`config.mk`:
```
export PLATFORM = sky130hd
export DESIGN_NAME = alu_md
export DESIGN_NICKNAME = d
export VERILOG_FILES = /design/src/rtl/alu_pkg.sv /design/src/rtl/alu_muldiv.sv /design/src/rtl/alu_md.sv
export SDC_FILE = /design/constraint.sdc
export NUM_CORES = 2
export LEC_CHECK = 0
export CAP_MARGIN = 10
export CELL_PAD_IN_SITES_DETAIL_PLACEMENT = 1
export CELL_PAD_IN_SITES_GLOBAL_PLACEMENT = 2
export CORE_MARGIN = 2
export CORE_UTILIZATION = 38
export CTS_CLUSTER_SIZE = 40
export DETAILED_ROUTE_END_ITERATION = 7
export GPL_ROUTABILITY_DRIVEN = 0
export PLACE_DENSITY = 0.95
export SYNTH_ARGS = -nofsm -noshare
export SYNTH_HDL_FRONTEND = slang
export SYNTH_SLANG_ARGS = --single-unit
```
`constraint.sdc`:
```
create_clock -name i_clk -period 9.7 [get_ports i_clk]
set_input_delay 1.455 -clock i_clk [delete_from_list [all_inputs] [get_ports i_clk]]
set_output_delay 1.455 -clock i_clk [all_outputs]
set_load 0.01 [all_outputs]
```
`src/rtl/alu_pkg.sv`:
```
// Shared op codes and FSM states for the execute-stage ALU and its
// iterative multiply/divide unit.
package alu_pkg;

    typedef enum logic [2:0] {
        ALU_AND = 3'b000,
        ALU_OR  = 3'b001,
        ALU_ADD = 3'b010,
        ALU_SLT = 3'b011,
        ALU_SLL = 3'b100,
        ALU_SRL = 3'b101,
        ALU_SRA = 3'b110,
        ALU_NOR = 3'b111
    } alu_op_e;

    typedef enum logic [2:0] {
        MD_NOP   = 3'b000,
        MD_MULT  = 3'b001,
        MD_MULTU = 3'b010,
        MD_DIV   = 3'b011,
        MD_DIVU  = 3'b100,
        MD_MTHI  = 3'b101,
        MD_MTLO  = 3'b110,
        MD_NOP7  = 3'b111
    } md_op_e;

    typedef enum logic [1:0] {
        IDLE = 2'b00,
        CALC = 2'b01,
        FIX  = 2'b10
    } md_state_e;

endpackage

```
`src/rtl/alu_muldiv.sv`:
```
// Iterative radix-2 multiply/divide unit with HI/LO registers and a sticky
// divide-by-zero flag. Optional macro: ALU_MD_EARLY_TERM_EN (multiply early exit).
module alu_muldiv
    import alu_pkg::*;
#(
    parameter int WIDTH = 32,
    parameter int SAW   = $clog2(WIDTH)
) (
    input  logic             i_clk,
    input  logic             i_rst,
    input  logic [WIDTH-1:0] i_a,
    input  logic [WIDTH-1:0] i_b,
    input  logic [2:0]       i_md_op,
    input  logic             i_md_start,
    output logic             o_md_busy,
    output logic             o_md_done,
    output logic             o_md_dbz,
    output logic [WIDTH-1:0] o_hi,
    output logic [WIDTH-1:0] o_lo
);

    localparam logic [SAW-1:0] LAST_STEP = SAW'(WIDTH - 1);

    md_state_e          state, state_next;
    md_op_e             op;
    logic [SAW-1:0]     cnt;
    logic [2*WIDTH-1:0] acc;
    logic [2*WIDTH-1:0] mc;
    logic [WIDTH-1:0]   mp;
    logic [WIDTH-1:0]   hi, lo;
    logic               is_mul, neg_q, neg_r, dbz, done;
    logic               is_signed, start_long, last_step;
    logic               a_neg, b_neg;
    logic [WIDTH-1:0]   a_mag, b_mag;
    logic [WIDTH:0]     shifted, diff;

    assign op         = md_op_e'(i_md_op);
    assign is_signed  = (op == MD_MULT) || (op == MD_DIV);
    assign start_long = i_md_start &&
                        ((op == MD_MULT) || (op == MD_MULTU) ||
                         (op == MD_DIV)  || (op == MD_DIVU));
    assign a_neg      = is_signed && i_a[WIDTH-1];
    assign b_neg      = is_signed && i_b[WIDTH-1];
    assign a_mag      = a_neg ? -i_a : i_a;
    assign b_mag      = b_neg ? -i_b : i_b;

    // Restoring divide: acc holds {remainder, dividend/quotient}, mc the divisor.
    assign shifted = {acc[2*WIDTH-1:WIDTH], acc[WIDTH-1]};
    assign diff    = shifted - {1'b0, mc[WIDTH-1:0]};

    always_comb begin
        last_step = (cnt == LAST_STEP);
`ifdef ALU_MD_EARLY_TERM_EN
        if (is_mul && (mp[WIDTH-1:1] == '0)) begin
            last_step = 1'b1;
        end
`endif
    end

    always_ff @(posedge i_clk) begin
        if (i_rst) begin
            state <= IDLE;
        end else begin
            state <= state_next;
        end
    end

    always_comb begin
        state_next = state;
        case (state)
            IDLE:    if (start_long) state_next = CALC;
            CALC:    if (last_step)  state_next = FIX;
            FIX:     state_next = IDLE;
            default: state_next = IDLE;
        endcase
    end

    always_ff @(posedge i_clk) begin
        if (i_rst) begin
            cnt    <= '0;
            acc    <= '0;
            mc     <= '0;
            mp     <= '0;
            hi     <= '0;
            lo     <= '0;
            is_mul <= 1'b0;
            neg_q  <= 1'b0;
            neg_r  <= 1'b0;
            dbz    <= 1'b0;
            done   <= 1'b0;
        end else begin
            done <= 1'b0;
            case (state)
                IDLE: begin
                    if (i_md_start) begin
                        case (op)
                            MD_MTHI: hi <= i_a;
                            MD_MTLO: lo <= i_a;
                            MD_MULT, MD_MULTU: begin
                                acc    <= '0;
                                mc     <= {{WIDTH{1'b0}}, a_mag};
                                mp     <= b_mag;
                                is_mul <= 1'b1;
                                neg_q  <= a_neg ^ b_neg;
                                neg_r  <= 1'b0;
                                cnt    <= '0;
                            end
                            MD_DIV, MD_DIVU: begin
                                acc    <= {{WIDTH{1'b0}}, a_mag};
                                mc     <= {{WIDTH{1'b0}}, b_mag};
                                mp     <= i_a;
                                is_mul <= 1'b0;
                                neg_q  <= a_neg ^ b_neg;
                                neg_r  <= a_neg;
                                dbz    <= (i_b == '0);
                                cnt    <= '0;
                            end
                            default: ;
                        endcase
                    end
                end
                CALC: begin
                    cnt <= cnt + SAW'(1);
                    if (is_mul) begin
                        if (mp[0]) acc <= acc + mc;
                        mc <= mc << 1;
                        mp <= mp >> 1;
                    end else if (!diff[WIDTH]) begin
                        acc <= {diff[WIDTH-1:0], acc[WIDTH-2:0], 1'b1};
                    end else begin
                        acc <= {shifted[WIDTH-1:0], acc[WIDTH-2:0], 1'b0};
                    end
                end
                FIX: begin
                    done <= 1'b1;
                    if (is_mul) begin
                        {hi, lo} <= neg_q ? -acc : acc;
                    end else if (dbz) begin
                        // Zero divisor: dividend as given (held in mp), quotient all ones.
                        hi <= mp;
                        lo <= '1;
                    end else begin
                        lo <= neg_q ? -acc[WIDTH-1:0] : acc[WIDTH-1:0];
                        hi <= neg_r ? -acc[2*WIDTH-1:WIDTH] : acc[2*WIDTH-1:WIDTH];
                    end
                end
                default: ;
            endcase
        end
    end

    assign o_md_busy = (state != IDLE);
    assign o_md_done = done;
    assign o_md_dbz  = dbz;
    assign o_hi      = hi;
    assign o_lo      = lo;

endmodule

```
`src/rtl/alu_md.sv`:
```
// Execute-stage ALU: single-cycle logic/arith/shift path plus the iterative
// multiply/divide unit. Optional macro: ALU_MD_EARLY_TERM_EN (see alu_muldiv).
module alu_md
    import alu_pkg::*;
#(
    parameter int WIDTH = 32,
    parameter int SAW   = $clog2(WIDTH)
) (
    input  logic             i_clk,
    input  logic             i_rst,
    input  logic [WIDTH-1:0] i_a,
    input  logic [WIDTH-1:0] i_b,
    input  logic [3:0]       i_alucontrol,
    input  logic [SAW-1:0]   i_sa,
    output logic [WIDTH-1:0] o_result,
    output logic             o_zero,
    input  logic [2:0]       i_md_op,
    input  logic             i_md_start,
    output logic             o_md_busy,
    output logic             o_md_done,
    output logic             o_md_dbz,
    output logic [WIDTH-1:0] o_hi,
    output logic [WIDTH-1:0] o_lo
);

    logic [WIDTH-1:0] b_eff;
    logic [WIDTH-1:0] sum;

    // bit3 turns the adder into a subtractor for SUB/SLT/BEQ.
    assign b_eff = i_alucontrol[3] ? ~i_b : i_b;
    assign sum   = i_a + b_eff + {{(WIDTH-1){1'b0}}, i_alucontrol[3]};

    always_comb begin
        o_result = '0;
        case (alu_op_e'(i_alucontrol[2:0]))
            ALU_AND: o_result = i_a & i_b;
            ALU_OR:  o_result = i_a | i_b;
            ALU_ADD: o_result = sum;
            ALU_SLT: o_result = {{(WIDTH-1){1'b0}}, sum[WIDTH-1]};
            ALU_SLL: o_result = i_b << i_sa;
            ALU_SRL: o_result = i_b >> i_sa;
            ALU_SRA: o_result = $unsigned($signed(i_b) >>> i_sa);
            ALU_NOR: o_result = ~(i_a | i_b);
            default: o_result = '0;
        endcase
    end

    assign o_zero = (o_result == '0);

    alu_muldiv #(
        .WIDTH (WIDTH),
        .SAW   (SAW)
    ) u_muldiv (
        .i_clk      (i_clk),
        .i_rst      (i_rst),
        .i_a        (i_a),
        .i_b        (i_b),
        .i_md_op    (i_md_op),
        .i_md_start (i_md_start),
        .o_md_busy  (o_md_busy),
        .o_md_done  (o_md_done),
        .o_md_dbz   (o_md_dbz),
        .o_hi       (o_hi),
        .o_lo       (o_lo)
    );

endmodule

```
==> run summary <==
Power density over the cells -> 145 nW/µm²
Initial Utilization -> 38.3%
Max stage delay cell, worst path -> clkdlybuf4s50_1
Crit path max fanout -> 14
Top_reg_cell synth -> dfxtp_1
Hold depth -> 2
TritonCTS clock tree -> done
Clk_skew -> 28.7 ps
Fin. Hold Viols -> 0
Synth top cells by count -> 409 x nor2_1, 393 x nand2_1, 355 x a21oi_1
Sequential area share after synthesis -> 17.0%
Reg2Reg Depth -> 15
Resized cells post-CTS -> 0
Initial antenna violation count -> 4
IR Drop Worst-Case VDD -> 137 µV
Die area -> 75400 µm²
Core ar. -> 72700 µm²
Hold Crit Start -> u_muldiv.o_lo[15]
Status -> complete, no violations
Synth Area in Simple Gates -> 21.2%
Post-Syn Nets -> 4091
Maxcap violations -> 0
First DRT Iteration DRCs -> 4054
Cells after Synth -> 3877
Maximum operating frequency -> 120 MHz
Netlist cell types -> 91
Hold buffer count at CTS -> 0
Max-slew headroom -> 13.2%
Most common cell in the netlist -> nor2_1
Adder-Cell Fraction of Synth Area -> 6.22%
Worst flop-to-flop path startpoint -> u_muldiv.mc[0]
Mux share of post-synthesis cell area -> 9.86%
Leakage -> 11.8 nW
Final Cell Area -> 31100 µm²
Maximum clock insertion buffer count -> 3
Levels on crit path -> 13
Io pins -> 179
Setup violations, final -> 0
Detail Route Antenna Nets -> 0
Root Buffer -> clkbuf_16
Overflow after GRT -> 0
Routed WL -> 133000 µm
GRT Total Usage -> 34.0%
Startpoint Class -> input pin
Compound-Gate Fraction of Synth Area -> 30.2%
Xor and xnor area share after synthesis -> 8.88%
Synth Register Bits -> 236
CP endpoint kind -> output pin
Clk Latency, worst-skew pair -> 620 ps
Worst path required time -> 8250 ps
Largest net degree at the start of global routing -> 81
Total number of vias -> 32400
YS warnings -> 0
Fin. max-slew vios -> 0
Cell Area, Synth -> 27800 µm²
Die Wd -> 275 µm
Area leader, netlist -> dfxtp_1
Top Family by Delay on Critical Path -> simple AND/OR/NAND/NOR gates
Post-synth EDFFs -> 0
# H-tree levels -> 1
Minimum clock period -> 8340 ps
Critical Path Max Stage Delay -> 860 ps
Layout cells sized above 1 -> 7.38%
Final net count -> 4028
Ys async rst share -> 0%
Multi-input gate area -> 21300 µm²
Worst min path class -> register to register
Vias in the first global route -> 31200
# port buffers -> 178
RSZ-0062 raised after global routing -> false
Crit Path Category -> input pin to output pin
Pre-antenna DRT Iters -> 7
Critical Path AT -> 6890 ps
Crit-path cells -> clkdlybuf4s50_1 -> and3b_1 -> nor2_1 -> o21ai_0 -> a22oi_1 -> o22a_1 -> nand3_1 -> or4b_1 -> nor4b_2 -> nand4_1 -> or4_1 -> nor2_1 -> clkdlybuf4s50_1
WL/cell -> 27.7 µm
Most area-consuming cells after synthesis -> dfxtp_1 17%, a21oi_1 6.4%, ha_1 5.9%
Worst path buffer plus inverter count -> 2
Setup Fix Bufs, Post-CTS -> 0
First-pass GRT wire length -> 197000 µm
Worst-path clk slew -> 60 ps
Number of remaining DRC errors -> 0
Largest family of logic cells by synthesized area -> compound AO/OA/AOI/OAI gates
Final period util -> 86.0%
Least-Margin Pin Slew -> 1270 ps
Detailed placement HPWL -> 98600 µm
Avg Inst Size Synth -> 7.18 µm²
Floorplan row count -> 99
Synth top area share -> 17.0%
Chip height -> 275 µm
Register Area -> 4730 µm²
Crit path from -> i_alucontrol[1]
Num CTS Buffers -> 29
Filler cell count -> 9030
Setup TNS Final -> 0 ps
Placed Instance Area -> 30000 µm²
Drt via density -> 6.76
Clk sink count -> 236
Area grow syn2layout -> 11.9%
-- metrics by stage --
| stage | hold slack, ps | cells | util (%) | power [mW] | setup slack (ps) |
|---|---|---|---|---|---|
| after floorplan | 445 | 3877 | - | 2.50 | 2940 |
| after global placement | 441 | 4742 | 41.3 | 3.10 | 1780 |
| after detailed placement | 446 | 4742 | 41.3 | 3.14 | 1650 |
| after CTS | 454 | 4796 | 42.8 | 4.45 | 1640 |
| after global routing | 474 | 4796 | 42.8 | 4.70 | 1300 |
| final | 451 | 4797 | 42.8 | 4.51 | 1360 |
-- area by class of cell --
class                      count  share of cell area [%]
antenna                        1                 0.00804
clock buffer                  34                    2.52
clock inverter                20                    1.06
inverter                      87                    1.05
multi-input combinational   3195                    68.5
sequential                   236                    15.2
tap                          959                    3.85
timing repair buffer         265                    7.77
-- tightest hold or removal path: stages, from the launching register on --
cell     delay [ps]
dfxtp_1         310
nand2_1          50
a21oi_1          50
-- sequential cells by signal, summed over array words and instances (netlist names), 2 cells and up --
name	flops
u_muldiv.acc	64
u_muldiv.cnt	5
u_muldiv.mc	64
u_muldiv.mp	32
u_muldiv.o_hi	32
u_muldiv.o_lo	32
u_muldiv.state	2
-- per-layer routing --
layer	vias to the layer above	GRT usage, %	part of all wire, %
met5	-	0	0.026
met1	15800	44.4	40
met3	493	8.04	11
li1	14200	-	-
met2	1920	51.9	42
met4	4	18.0	6.3
-- final timing paths --
| path | to | slack (ps) |
|---|---|---|
| max | o_zero | 1360 |
| max reg2reg | u_muldiv.acc[35] | 4720 |
| min | u_muldiv.o_lo[15] | 450 |
| min reg2reg | u_muldiv.o_lo[15] | 450 |
-- kinds of logic after synthesis --
group	count (synthesis)
compound gates	1285
xor+xnor	282
fa+ha+maj	137
buf+inv	446
flops	236
mux	197
simple gates	1294
-- report_power, final --
group,total (mW),switching [mW],leakage (nW),internal (mW)
logic,2.05,1.30,9.29,0.751
registers,1.15,0.122,1.92,1.03
clock network,1.30,0.505,0.546,0.794
total,4.51,1.93,11.8,2.58
-- cells in the final DEF, fill, tap and decap left out, types with 90 or more instances in the layout --
cell and instances:
a21oi_1 355, nor2_1 405, clkdlybuf4s50_1 172, a211oi_1 165
ha_1 132, xor2_1 147, nor3_1 126, o21ai_0 239
xnor2_1 134, mux2i_1 118, dfxtp_1 233, nand2_1 392
buf_4 90, nand3_1 95
Note: power is estimated with default switching activity, not from simulation.
